File: config.mk
export PLATFORM = sky130hd
export DESIGN_NAME = perceptron_ctrl_flat
export DESIGN_NICKNAME = d
export VERILOG_FILES = /design/src/rtl/perceptron_ctrl_if.sv /design/src/rtl/perceptron_ctrl.sv /design/src/flat_wrapper.sv
export SDC_FILE = /design/constraint.sdc
export NUM_CORES = 1
export LEC_CHECK = 0
export ABC_AREA = 1
export CAP_MARGIN = 10
export CORE_MARGIN = 1
export CORE_UTILIZATION = 35
export CTS_CLUSTER_DIAMETER = 80
export DETAILED_ROUTE_END_ITERATION = 7
export SLEW_MARGIN = 10
export SYNTH_ARGS = -nofsm -noshare
export SYNTH_HDL_FRONTEND = slang
export SYNTH_SLANG_ARGS = --single-unit
File: constraint.sdc
create_clock -name clk -period 2.6 [get_ports clk]
set_input_delay 0.52 -clock clk [delete_from_list [all_inputs] [get_ports clk]]
set_output_delay 0.52 -clock clk [all_outputs]
set_load 0.01 [all_outputs]
File: src/rtl/perceptron_ctrl_if.sv
// UART/core-side bundle for perceptron_ctrl: rx byte stream, tx byte stream,
// core register-file write port and compute handshake.
interface perceptron_ctrl_if #(
   parameter int unsigned N_INPUTS = 2,
   parameter int unsigned DATA_W   = 8,
   parameter int unsigned RESULT_W = 16
);
   localparam int unsigned ADDR_W = $clog2(N_INPUTS);

   logic                rx_valid;
   logic [7:0]          rx_data;
   logic                tx_busy;
   logic                tx_start;
   logic [7:0]          tx_data;
   logic                wr_en;
   logic                wr_sel;
   logic [ADDR_W-1:0]   wr_addr;
   logic [DATA_W-1:0]   wr_data;
   logic                start;
   logic                done;
   logic [RESULT_W-1:0] result;

   // master = the sequencer, slave = UART plus core
   modport master (
      input  rx_valid, rx_data, tx_busy, done, result,
      output tx_start, tx_data, wr_en, wr_sel, wr_addr, wr_data, start
   );

   modport slave (
      output rx_valid, rx_data, tx_busy, done, result,
      input  tx_start, tx_data, wr_en, wr_sel, wr_addr, wr_data, start
   );
endinterface

File: src/rtl/perceptron_ctrl.sv
// Byte command sequencer between UART and perceptron core.
// Optional inter-byte/compute timeout enabled by defining PCTRL_TIMEOUT_EN.
module perceptron_ctrl #(
   parameter int unsigned N_INPUTS    = 2,
   parameter int unsigned DATA_W      = 8,
   parameter int unsigned RESULT_W    = 16,
   parameter int unsigned TIMEOUT_CYC = 43500
) (
   input  logic              clk,
   input  logic              nRst,
   perceptron_ctrl_if.master bus
);
   localparam int unsigned ADDR_W  = $clog2(N_INPUTS);
   localparam int unsigned N_BYTES = RESULT_W / 8;
   localparam int unsigned LEFT_W  = $clog2(N_BYTES + 1);

   localparam logic [7:0] CMD_LOAD_W = 8'h80;
   localparam logic [7:0] CMD_LOAD_X = 8'h81;
   localparam logic [7:0] CMD_RUN    = 8'h82;
   localparam logic [7:0] CMD_STATUS = 8'h83;

   if (DATA_W != 8 || RESULT_W == 0 || (RESULT_W % 8) != 0 ||
       N_INPUTS < 2 || N_INPUTS > 16 || TIMEOUT_CYC == 0) begin : g_param_check
      $error("perceptron_ctrl: illegal parameter set");
   end

   typedef enum logic [2:0] {IDLE, LOAD, RUN, WAIT_DONE, SEND, SEND_WAIT} state_t;

   state_t              state_q, state_d;
   logic                sel_q, sel_d;
   logic [ADDR_W-1:0]   idx_q, idx_d;
   logic [RESULT_W-1:0] shift_q, shift_d;
   logic [LEFT_W-1:0]   left_q, left_d;
   logic                skip_q, skip_d;
   logic                bad_cmd_q, overrun_q, timeout_q;
   logic                bad_cmd_set, overrun_set, timeout_set, flag_clr;
   logic                wr_en_q, wr_en_d;
   logic [ADDR_W-1:0]   wr_addr_q, wr_addr_d;
   logic [DATA_W-1:0]   wr_data_q, wr_data_d;
   logic                start_q, start_d;
   logic                tx_start_q, tx_start_d;
   logic [7:0]          tx_data_q, tx_data_d;
   logic                tmo_expired;
   logic [7:0]          status_byte;

   assign status_byte = {5'b0, timeout_q, overrun_q, bad_cmd_q};

`ifdef PCTRL_TIMEOUT_EN
   localparam int unsigned CNT_W = $clog2(TIMEOUT_CYC + 1);
   logic [CNT_W-1:0] tmo_cnt_q;
   logic             tmo_run;

   // Counts idle cycles in LOAD (reloaded by each byte) and cycles in WAIT_DONE
   assign tmo_run     = (state_q == LOAD) || (state_q == WAIT_DONE);
   assign tmo_expired = tmo_run && (tmo_cnt_q == CNT_W'(TIMEOUT_CYC - 1));

   always_ff @(posedge clk or negedge nRst) begin
      if (!nRst)                                      tmo_cnt_q <= '0;
      else if (!tmo_run || (state_q == LOAD && bus.rx_valid)) tmo_cnt_q <= '0;
      else                                            tmo_cnt_q <= tmo_cnt_q + CNT_W'(1);
   end
`else
   assign tmo_expired = 1'b0;
`endif

   // Next-state and registered-output decode
   always_comb begin
      state_d     = state_q;
      sel_d       = sel_q;
      idx_d       = idx_q;
      shift_d     = shift_q;
      left_d      = left_q;
      skip_d      = 1'b0;
      wr_en_d     = 1'b0;
      wr_addr_d   = wr_addr_q;
      wr_data_d   = wr_data_q;
      start_d     = 1'b0;
      tx_start_d  = 1'b0;
      tx_data_d   = tx_data_q;
      bad_cmd_set = 1'b0;
      overrun_set = 1'b0;
      timeout_set = 1'b0;
      flag_clr    = 1'b0;

      unique case (state_q)
         IDLE: begin
            if (bus.rx_valid) begin
               unique case (bus.rx_data)
                  CMD_LOAD_W, CMD_LOAD_X: begin
                     state_d = LOAD;
                     sel_d   = bus.rx_data[0];
                     idx_d   = '0;
                  end
                  CMD_RUN: begin
                     state_d = RUN;
                     start_d = 1'b1;
                  end
                  CMD_STATUS: begin
                     shift_d  = RESULT_W'(status_byte) << (RESULT_W - 8);
                     left_d   = LEFT_W'(1);
                     flag_clr = 1'b1;
                     state_d  = SEND;
                  end
                  default: bad_cmd_set = 1'b1;
               endcase
            end
         end
         LOAD: begin
            if (bus.rx_valid) begin
               wr_en_d   = 1'b1;
               wr_addr_d = idx_q;
               wr_data_d = DATA_W'(bus.rx_data);
               idx_d     = idx_q + ADDR_W'(1);
               if (idx_q == ADDR_W'(N_INPUTS - 1)) state_d = IDLE;
            end else if (tmo_expired) begin
               timeout_set = 1'b1;
               state_d     = IDLE;
            end
         end
         RUN: state_d = WAIT_DONE;
         WAIT_DONE: begin
            if (bus.done) begin
               shift_d = bus.result;
               left_d  = LEFT_W'(N_BYTES);
               state_d = SEND;
            end else if (tmo_expired) begin
               timeout_set = 1'b1;
               state_d     = IDLE;
            end
         end
         SEND: begin
            if (!bus.tx_busy) begin
               tx_start_d = 1'b1;
               tx_data_d  = shift_q[RESULT_W-1 -: 8];
               skip_d     = 1'b1;
               state_d    = SEND_WAIT;
            end
         end
         SEND_WAIT: begin
            // tx_busy only rises one cycle after tx_start, so ignore the first cycle
            if (!skip_q && !bus.tx_busy) begin
               shift_d = shift_q << 8;
               left_d  = left_q - LEFT_W'(1);
               state_d = (left_q > LEFT_W'(1)) ? SEND : IDLE;
            end
         end
         default: state_d = IDLE;
      endcase

      if (bus.rx_valid && (state_q == RUN || state_q == WAIT_DONE ||
                           state_q == SEND || state_q == SEND_WAIT))
         overrun_set = 1'b1;
   end

   always_ff @(posedge clk or negedge nRst) begin
      if (!nRst) begin
         state_q    <= IDLE;
         sel_q      <= 1'b0;
         idx_q      <= '0;
         shift_q    <= '0;
         left_q     <= '0;
         skip_q     <= 1'b0;
         bad_cmd_q  <= 1'b0;
         overrun_q  <= 1'b0;
         timeout_q  <= 1'b0;
         wr_en_q    <= 1'b0;
         wr_addr_q  <= '0;
         wr_data_q  <= '0;
         start_q    <= 1'b0;
         tx_start_q <= 1'b0;
         tx_data_q  <= '0;
      end else begin
         state_q    <= state_d;
         sel_q      <= sel_d;
         idx_q      <= idx_d;
         shift_q    <= shift_d;
         left_q     <= left_d;
         skip_q     <= skip_d;
         bad_cmd_q  <= (bad_cmd_q & ~flag_clr) | bad_cmd_set;
         overrun_q  <= (overrun_q & ~flag_clr) | overrun_set;
         timeout_q  <= (timeout_q & ~flag_clr) | timeout_set;
         wr_en_q    <= wr_en_d;
         wr_addr_q  <= wr_addr_d;
         wr_data_q  <= wr_data_d;
         start_q    <= start_d;
         tx_start_q <= tx_start_d;
         tx_data_q  <= tx_data_d;
      end
   end

   assign bus.wr_en    = wr_en_q;
   assign bus.wr_sel   = sel_q;
   assign bus.wr_addr  = wr_addr_q;
   assign bus.wr_data  = wr_data_q;
   assign bus.start    = start_q;
   assign bus.tx_start = tx_start_q;
   assign bus.tx_data  = tx_data_q;
endmodule

File: src/flat_wrapper.sv
// flat-port wrapper written by rule: the top's interface ports become plain ports
module perceptron_ctrl_flat 
#(
   parameter int unsigned N_INPUTS    = 2,
   parameter int unsigned DATA_W      = 8,
   parameter int unsigned RESULT_W    = 16,
   parameter int unsigned TIMEOUT_CYC = 43500
)
  (clk, nRst, bus_rx_valid, bus_rx_data, bus_tx_busy, bus_done, bus_result, bus_tx_start, bus_tx_data, bus_wr_en, bus_wr_sel, bus_wr_addr, bus_wr_data, bus_start);
  perceptron_ctrl_if #(.N_INPUTS(N_INPUTS), .DATA_W(DATA_W), .RESULT_W(RESULT_W)) bus_i ();
  input  logic clk;
  input  logic nRst;
  input wire logic [$bits(bus_i.rx_valid)-1:0] bus_rx_valid;
  input wire logic [$bits(bus_i.rx_data)-1:0] bus_rx_data;
  input wire logic [$bits(bus_i.tx_busy)-1:0] bus_tx_busy;
  input wire logic [$bits(bus_i.done)-1:0] bus_done;
  input wire logic [$bits(bus_i.result)-1:0] bus_result;
  output wire logic [$bits(bus_i.tx_start)-1:0] bus_tx_start;
  output wire logic [$bits(bus_i.tx_data)-1:0] bus_tx_data;
  output wire logic [$bits(bus_i.wr_en)-1:0] bus_wr_en;
  output wire logic [$bits(bus_i.wr_sel)-1:0] bus_wr_sel;
  output wire logic [$bits(bus_i.wr_addr)-1:0] bus_wr_addr;
  output wire logic [$bits(bus_i.wr_data)-1:0] bus_wr_data;
  output wire logic [$bits(bus_i.start)-1:0] bus_start;
  assign bus_i.rx_valid = bus_rx_valid;
  assign bus_i.rx_data = bus_rx_data;
  assign bus_i.tx_busy = bus_tx_busy;
  assign bus_i.done = bus_done;
  assign bus_i.result = bus_result;
  assign bus_tx_start = bus_i.tx_start;
  assign bus_tx_data = bus_i.tx_data;
  assign bus_wr_en = bus_i.wr_en;
  assign bus_wr_sel = bus_i.wr_sel;
  assign bus_wr_addr = bus_i.wr_addr;
  assign bus_wr_data = bus_i.wr_data;
  assign bus_start = bus_i.start;
  perceptron_ctrl #(.N_INPUTS(N_INPUTS), .DATA_W(DATA_W), .RESULT_W(RESULT_W), .TIMEOUT_CYC(TIMEOUT_CYC)) u_core (.clk(clk), .nRst(nRst), .bus(bus_i));
endmodule
Word-level counts from Yosys, hierarchy flattened
Cells that the tools add are included.

cells by class
  $add $sub $neg = 2
  equality and inequality tests = 18
  reductions and logical operators = 18
  multiplexer cells = 37
  order comparisons = 1
  bitwise logic cells = 7

operators by type and width
  cell                                                             number
  16-bit 2-to-1 mux                                                4
  16-bit case mux with 3 select lines                              1
  8-bit == test, second input constant                             4
  3-bit 2-to-1 mux                                                 7
  3-bit case mux with 6 select lines                               1
  1-bit 2-to-1 mux                                                 17
  2-bit != test, second input constant                             6
  3-bit case mux with 3 select lines                               1
  2-bit 2-to-1 mux                                                 4
  7-bit AND reduction                                              1
  3-bit by 2-bit == test with 1-bit output, second input constant  2
  3-bit == test, second input constant                             2
  2-bit case mux with 3 select lines                               1
  5-bit AND reduction                                              1
  2-bit by 1-bit != test with 1-bit output, second input constant  2
  4-bit != test, second input constant                             1
  2-bit AND reduction                                              2
  4-bit AND reduction                                              1
  4-bit OR reduction                                               1
  1-bit bitwise AND                                                3
  3-bit by 1-bit == test with 1-bit output, second input constant  1
  3-bit zero test                                                  1
  1-bit logical OR                                                 3
  3-bit AND reduction                                              1
  other kinds (11)                                                 15

word-level totals
  register bits = 46
  word-level logic and storage cells = 97

Logic depth before layout (Yosys ltp)
Gate-level depths: netlist (run 1).

  depth in word-level cells = 7
  gate-level depth with buffers = 10
  mapped depth without buffers = 9

Worst setup path after synthesis (run 1)
Ideal clock, no wire load.

  path kind = input port to flip-flop
  start point = input port bus_rx_data[2]
  end point = register u_core.shift_q[6]
  path buffers = 1
  data required time = 2483 ps
  path slack = 1094 ps
  arrival time = 1389 ps
  stages on the path = 9
  cells stage by stage = inv_1 -> nand2_1 -> nor2_1 -> nand3_4 -> nand2_8 -> nand2_8 -> buf_8 -> nand2_2 -> o21ai_2

on the way
  word-level cells in the longest chain between the ends = 3

RTL lines
  what                           line                    RTL
  start: declaration             flat_wrapper.sv:14      input wire logic [$bits(bus_i.rx_data)-1:0] bus_rx_data;
  8-bit == test                  perceptron_ctrl.sv:88   unique case (bus.rx_data)
  2-bit != test (no line)        -
  5-bit AND reduction (no line)  -
  end signal: assignment         perceptron_ctrl.sv:176  shift_q <= shift_d;
  end: declaration               perceptron_ctrl.sv:32   logic [RESULT_W-1:0] shift_q, shift_d;

Every way passes these cells.
A chain may end at the register's enable or synchronous reset.

Worst setup path after layout (run 1)
  start point = input port bus_rx_data[1]
  end point = register u_core.shift_q[0]

Same word-level chain as after synthesis.

==> impl_metrics.py, run 1 <==
metrics = {
    "run_status": {
        "status": "finished, final reports clean",
    },
    "detailed_routing": {
        "drt-met1-wl_um": 2150,
        "wire_per_inst_um": 10.7,
        "dr_wl_met2_um": 1950,
        "ant_nets": 0,
        "wl_um": 4390,
        "initialDrtViolationCount": 94,
        "routed_via_density": 4.49,
        "first_pass_iters": 4,
        "vias": 1841,
        "drc_errors": 0,
        "highest-signal-layer": "met4",
        "route.met3.wl_um": 234,
    },
    "floorplan": {
        "die_height_um": 82.8,
        "die_w_um": 82.8,
        "die-area_sq_mm": 0.00685,
        "rows": 29,
        "core-area_sq_mm": 0.00631,
        "initial_utilization_pct": 36.2,
        "io_pins": 50,
    },
    "worst_setup_path": {
        "cpPeakStageDelay_ps": 540,
        "cp.required_ps": 2780,
        "crit_family": "simple AND/OR/NAND/NOR gates",
        "cp-start-kind": "input pin",
        "worstPathArrival_ps": 1970,
        "cp_slowest_cell": "clkdlybuf4s50_1",
        "r2r_setup_slack_ps": 940,
        "cp-end-kind": "register",
        "cp_max_fo": 27,
        "worstSetupPathType": "input pin to register",
        "cp_cell_sequence": "clkdlybuf4s50_1, nand2_1, nor2_1, nand3_4, nand2_8, nand2_8, nand2_1, o21ai_2",
        "path_buf_inv": 1,
    },
    "cells_and_area": {
        "antennaDiodeCount": 0,
        "areaGrowthSynthToFinish_pct": 28.8,
        "nets": 363,
        "fin_util_pct": 46.6,
        "num-fill-cells": 665,
        "drive_above_1_share_pct": 11.7,
        "final_area_sq_mm": 0.00294,
    },
    "min_path": {
        "hold_class": "input pin to asynchronous set/reset pin",
    },
    "power_and_ir_drop": {
        "ir_worst_vdd_uv": 362,
        "combPwrFrac_pct": 33.6,
        "p_sw_share_pct": 32.0,
        "p_per_area_mw_per_mm2": 820,
        "p_int_uw": 1640,
        "p_leak_uw": 0.00140,
        "clkPwrFrac_pct": 22.3,
        "p_seq_share_pct": 44.1,
        "power_switching_uw": 772,
    },
    "synthesis": {
        "postSynthAreaPerCell_sq_um": 8.13,
        "synth_edf_count": 0,
        "yosysMostFrequentCell": "nand2_1",
        "synth_area_leaders": "dfrtp_1, nand2_1, nand3_1",
        "netlist_area_sq_mm": 0.00228,
        "ys_top_cells_by_count": "nand2_1, dfrtp_1, nand3_1",
        "syn_nets": 311,
        "ys_seq_elements": 46,
        "postSynthCellCount": 281,
        "ys_async_sr_fraction_pct": 100,
        "synth_ff_type": "dfrtp_1",
        "seq_area_frac_synth_pct": 50.4,
        "ys_warn_count": 0,
        "synth_cell_types": 25,
        "synth.top_cell.area_share_pct": 50.4,
        "yosysTopAreaCell": "dfrtp_1",
    },
    "timing": {
        "slew_headroom_pct": 65.2,
        "finalSetupViolCount": 0,
        "finalHoldViolCount": 0,
        "hold_ws_ps": 128,
        "rsz0062_at_grt": "false",
        "tightest_slew_ps": 520,
        "finalCritPeriodShare_pct": 68.7,
        "finClkSkew_ps": 6.09,
        "fmax_mhz": 560,
        "setup_tns_ps": 0,
        "slew_viol_final": 0,
        "fin_crit_ps": 1790,
    },
    "cts": {
        "htree_levels": 2,
        "cts.sinks": 46,
        "cts_tree": "built",
        "path_clk_slew_ps": 80,
        "clockRootBuffer": "clkbuf_8",
        "cts_buffers": 5,
        "clk_latency_ps": 290,
        "post_cts_buffers": 0,
        "cts_buffer_depth": 2,
        "cts_resized": 0,
        "hold_buffers": 0,
    },
    "global_routing": {
        "grt_antenna_before_repair": 0,
        "grt_usage_pct": 15.1,
        "overflow": 0,
        "grt_max_degree": 32,
        "grt_pass1_wl_um": 7870,
        "grt_pass1_vias": 1773,
    },
    "place": {
        "io_buffers": 49,
        "hpwl_um": 3370,
        "place_congestion": 0.782,
        "placed_area_sq_mm": 0.00283,
    },
    "job": {
        "max-cap-violations": 0,
    },
}
cell usage in the layout (no fill, tap or decap), types with 3 or more instances in the layout:
cell type / instances
nand2_1: 118
clkdlybuf4s50_1: 48
dfrtp_1: 46
nand3_1: 23
inv_1: 20
nor2_1: 18
o21ai_0: 13
o21ai_2: 9
clkbuf_8: 6
nand2_2: 5
inv_2: 3
nor2_2: 3
nor3_1: 3
cell type report:
cell class              instances  area [sq um]  area share, %
flip-flops and latches         46          1150           39.1
multi-input cells             204           982           33.4
repair buffers                 51           500           17.0
inverters                      25          97.6           3.32
well taps                      77          96.3           3.28
clock buffers                   6          82.6           2.81
clock inverters                 1          30.0           1.02
metal layers:
| layer | global-route usage, % | vias to the layer above |
|---|---|---|
| met2 | 24.6 | 47 |
| met1 | 20.0 | 810 |
| met4 | 5.17 | 0 |
| met5 | 0 | - |
| met3 | 2.73 | 5 |
| li1 | - | 979 |
stage by stage:
step,power [uW],setup slack (ps),std cells
after floorplan,1500,1090,281
after global placement,1890,544,403
after detailed placement,1900,495,403
after CTS,2450,814,410
after global routing,2610,707,410
final,2410,814,410
flip-flops by register name (all words and copies together) (netlist names), 2 cells and up:
signal              flops
u_core.state_q          3
u_core.bus.tx_data      8
u_core.shift_q         16
u_core.left_q           2
u_core.bus.wr_data      8
worst paths after layout:
check                           cells past startpoint               endpoint                  start
worst max register to register                      8      u_core.shift_q[0]      u_core.state_q[2]
max in group asynchronous                           2      u_core.shift_q[9]                   nRst
min in group clk                                    2  u_core.bus.tx_data[6]  u_core.bus.tx_data[6]
worst max-delay path                                8      u_core.shift_q[0]         bus_rx_data[1]
worst min-delay path                                1  u_core.bus.wr_data[7]                   nRst
worst min register to register                      2  u_core.bus.tx_data[6]  u_core.bus.tx_data[6]
cell families (layout without fill, tap and decap cells):
group | count (synthesis) | after routing | share of synthesized area [%]
fa+ha+maj | 1 | 1 | 0.548
flops | 46 | 46 | 50.4
simple gates | 177 | 177 | 35.1
compound gates | 26 | 26 | 7.40
buf+inv | 31 | 83 | 6.57
worst reg2reg max path: cells and delay by family, from the launching register on:
kind                   cells  cell delay [ps]
buffers and inverters      2              340
and+or+nand+nor            5              580
DFF                        1              580
AOI/OAI and AO/OA          1               50
power groups by stage:
stage	registers, uW	clock network, uW	logic [uW]
finish	1060	538	810
global route	1090	586	933
CTS	1070	559	823
detailed placement	1080	0	820
global placement	1080	0	811
floorplan	1110	0	385
Power figures use the tool's default switching activity.
==> run 2, diff against run 1 <==
- clock period: 2.6 -> 1.8 ns (I/O delays scaled with it)
==> run 2 against run 1 <==
  * First-iteration DRC count fell by 8.5%
  * Cell area rose by 1.6%
  * Non-clock buffer count rose by 9
  * Critical path type is now register to register
  * Largest power group unchanged
==> impl_metrics.py, run 2 (synthesized netlist as in run 1, its figures left out) <==
metrics = {
    "cts": {
        "hold_buffers": 0,
        "cts_resized": 0,
        "cts_buffers": 5,
        "clockRootBuffer": "clkbuf_8",
        "path_clk_slew_ps": 100,
        "clk_latency_ps": 310,
        "cts_tree": "built",
        "post_cts_buffers": 0,
        "cts_buffer_depth": 2,
        "htree_levels": 2,
        "cts.sinks": 46,
    },
    "global_routing": {
        "grt_pass1_vias": 1755,
        "grt_max_degree": 47,
        "grt_pass1_wl_um": 7900,
        "overflow": 0,
        "grt_usage_pct": 15.4,
        "grt_antenna_before_repair": 0,
    },
    "timing": {
        "slew_viol_final": 0,
        "fmax_mhz": 632,
        "setup_ws_ps": 217,
        "finClkSkew_ps": 9.32,
        "finalHoldViolCount": 0,
        "fin_crit_ps": 1580,
        "tightest_slew_ps": 583,
        "slew_headroom_pct": 61.1,
        "finalSetupViolCount": 0,
        "hold_ws_ps": 117,
        "finalCritPeriodShare_pct": 87.9,
        "rsz0062_at_grt": "false",
    },
    "cells_and_area": {
        "largest_register_ff_count": 16,
        "fin_util_pct": 47.3,
        "final_area_sq_mm": 0.00299,
        "antennaDiodeCount": 0,
        "final_cell_mix": "nand2_1, clkdlybuf4s50_1, dfrtp_1",
        "largest-register": "u_core.shift_q",
        "areaGrowthSynthToFinish_pct": 30.8,
        "mostFrequentLayoutCell": "nand2_1",
        "drive_above_1_share_pct": 14.3,
        "nets": 372,
    },
    "floorplan": {
        "rows": 29,
        "initial_utilization_pct": 36.2,
        "io_pins": 50,
        "core-area_sq_mm": 0.00631,
        "die_height_um": 82.8,
        "die_w_um": 82.8,
        "die-area_sq_mm": 0.00685,
    },
    "detailed_routing": {
        "wire_per_inst_um": 10.9,
        "routed_via_density": 4.40,
        "initialDrtViolationCount": 86,
        "drc_errors": 0,
        "ant_nets": 0,
        "first_pass_iters": 4,
        "vias": 1850,
        "wl_um": 4580,
    },
    "worst_setup_path": {
        "worstPathArrival_ps": 1790,
        "cp.required_ps": 2010,
        "cp-end-kind": "register",
        "cp_common_cell": "nand2_8",
        "cp_cell_sequence": "clkinv_2, nand2_2, nor2_2, nand3_4, nand2_8, nand2_8, nand2_1, o21ai_2",
        "cpPeakStageDelay_ps": 530,
        "cp_slowest_cell": "dfrtp_1",
        "worstSetupPathType": "register to register",
        "cp-start-kind": "register",
        "cp_max_fo": 27,
    },
    "place": {
        "placed_area_sq_mm": 0.00290,
        "hpwl_um": 3470,
        "io_buffers": 49,
        "place_congestion": 0.821,
        "pre_cts_slack_ps": -44.3,
    },
    "job": {
        "max-cap-violations": 0,
    },
    "run_status": {
        "status": "finished, final reports clean",
    },
    "power_and_ir_drop": {
        "ir_worst_vdd_uv": 571,
        "p_total_uw": 3420,
        "p_leak_uw": 0.00143,
        "p_per_area_mw_per_mm2": 1140,
    },
    "min_path": {
        "hold_class": "input pin to asynchronous set/reset pin",
    },
}
[run 2: changes by cell type in the layout (fill, tap and decap cells not counted)]
| cell | change |
|---|---|
| clkbuf_8 | -1 |
| buf_4 | +9 |
| inv_6 | +1 |
| clkinvlp_4 | +2 |
| bufinv_16 | -1 |
[run 2: routing by layer]
layer	GRT usage [%]	part of all wire [%]	routed length, um
met1	20.3	51	2310
met2	24.8	44	2000
met3	3.61	4.6	211
met4	5.17	1.1	51
met5	0	0	0
[run 2: report_power, final]
part | leakage [uW] | internal, uW | total [uW] | switching (uW)
sequential | 0.000575 | 1340 | 1550 | 201
clock | 0.0000408 | 278 | 661 | 383
combinational | 0.000814 | 604 | 1210 | 606
[run 2: worst paths after layout]
path,to,depth (start not counted),slack [ps],from
setup / recovery,u_core.shift_q[5],8,220,u_core.state_q[2]
hold / removal,u_core.bus.wr_data[7],2,120,nRst
setup reg to reg,u_core.shift_q[5],8,220,u_core.state_q[2]
hold reg to reg,u_core.shift_q[14],2,480,u_core.shift_q[14]
max in group asynchronous,u_core.bus.tx_data[7],2,1270,nRst
min in group clk,u_core.shift_q[14],2,480,u_core.shift_q[14]
[run 2: final cells by class]
| cell class | instances | area (sq um) |
|---|---|---|
| Inverter | 25 | 97.6 |
| Sequential cell | 46 | 1150 |
| Multi-Input combinational cell | 204 | 982 |
| Fill cell | 653 | 3330 |
| Timing Repair Buffer | 60 | 568 |
| Clock inverter | 3 | 23.8 |
| Clock buffer | 5 | 68.8 |
| Tap cell | 77 | 96.3 |
[run 2: metrics by stage]
stage / TNS (ps) / instances
after floorplan: 0 / 281
after global placement: 0 / 412
after detailed placement: -412 / 412
after CTS: 0 / 420
after global routing: 0 / 420
final: 0 / 420
[run 2: critical path: cells and delay by family (launching register included)]
family                 cells  cell delay (ps)
AND/OR/NAND/NOR            6              760
flip-flops                 1              530
buffers and inverters      1              130
AO/OA/AOI/OAI              1               50
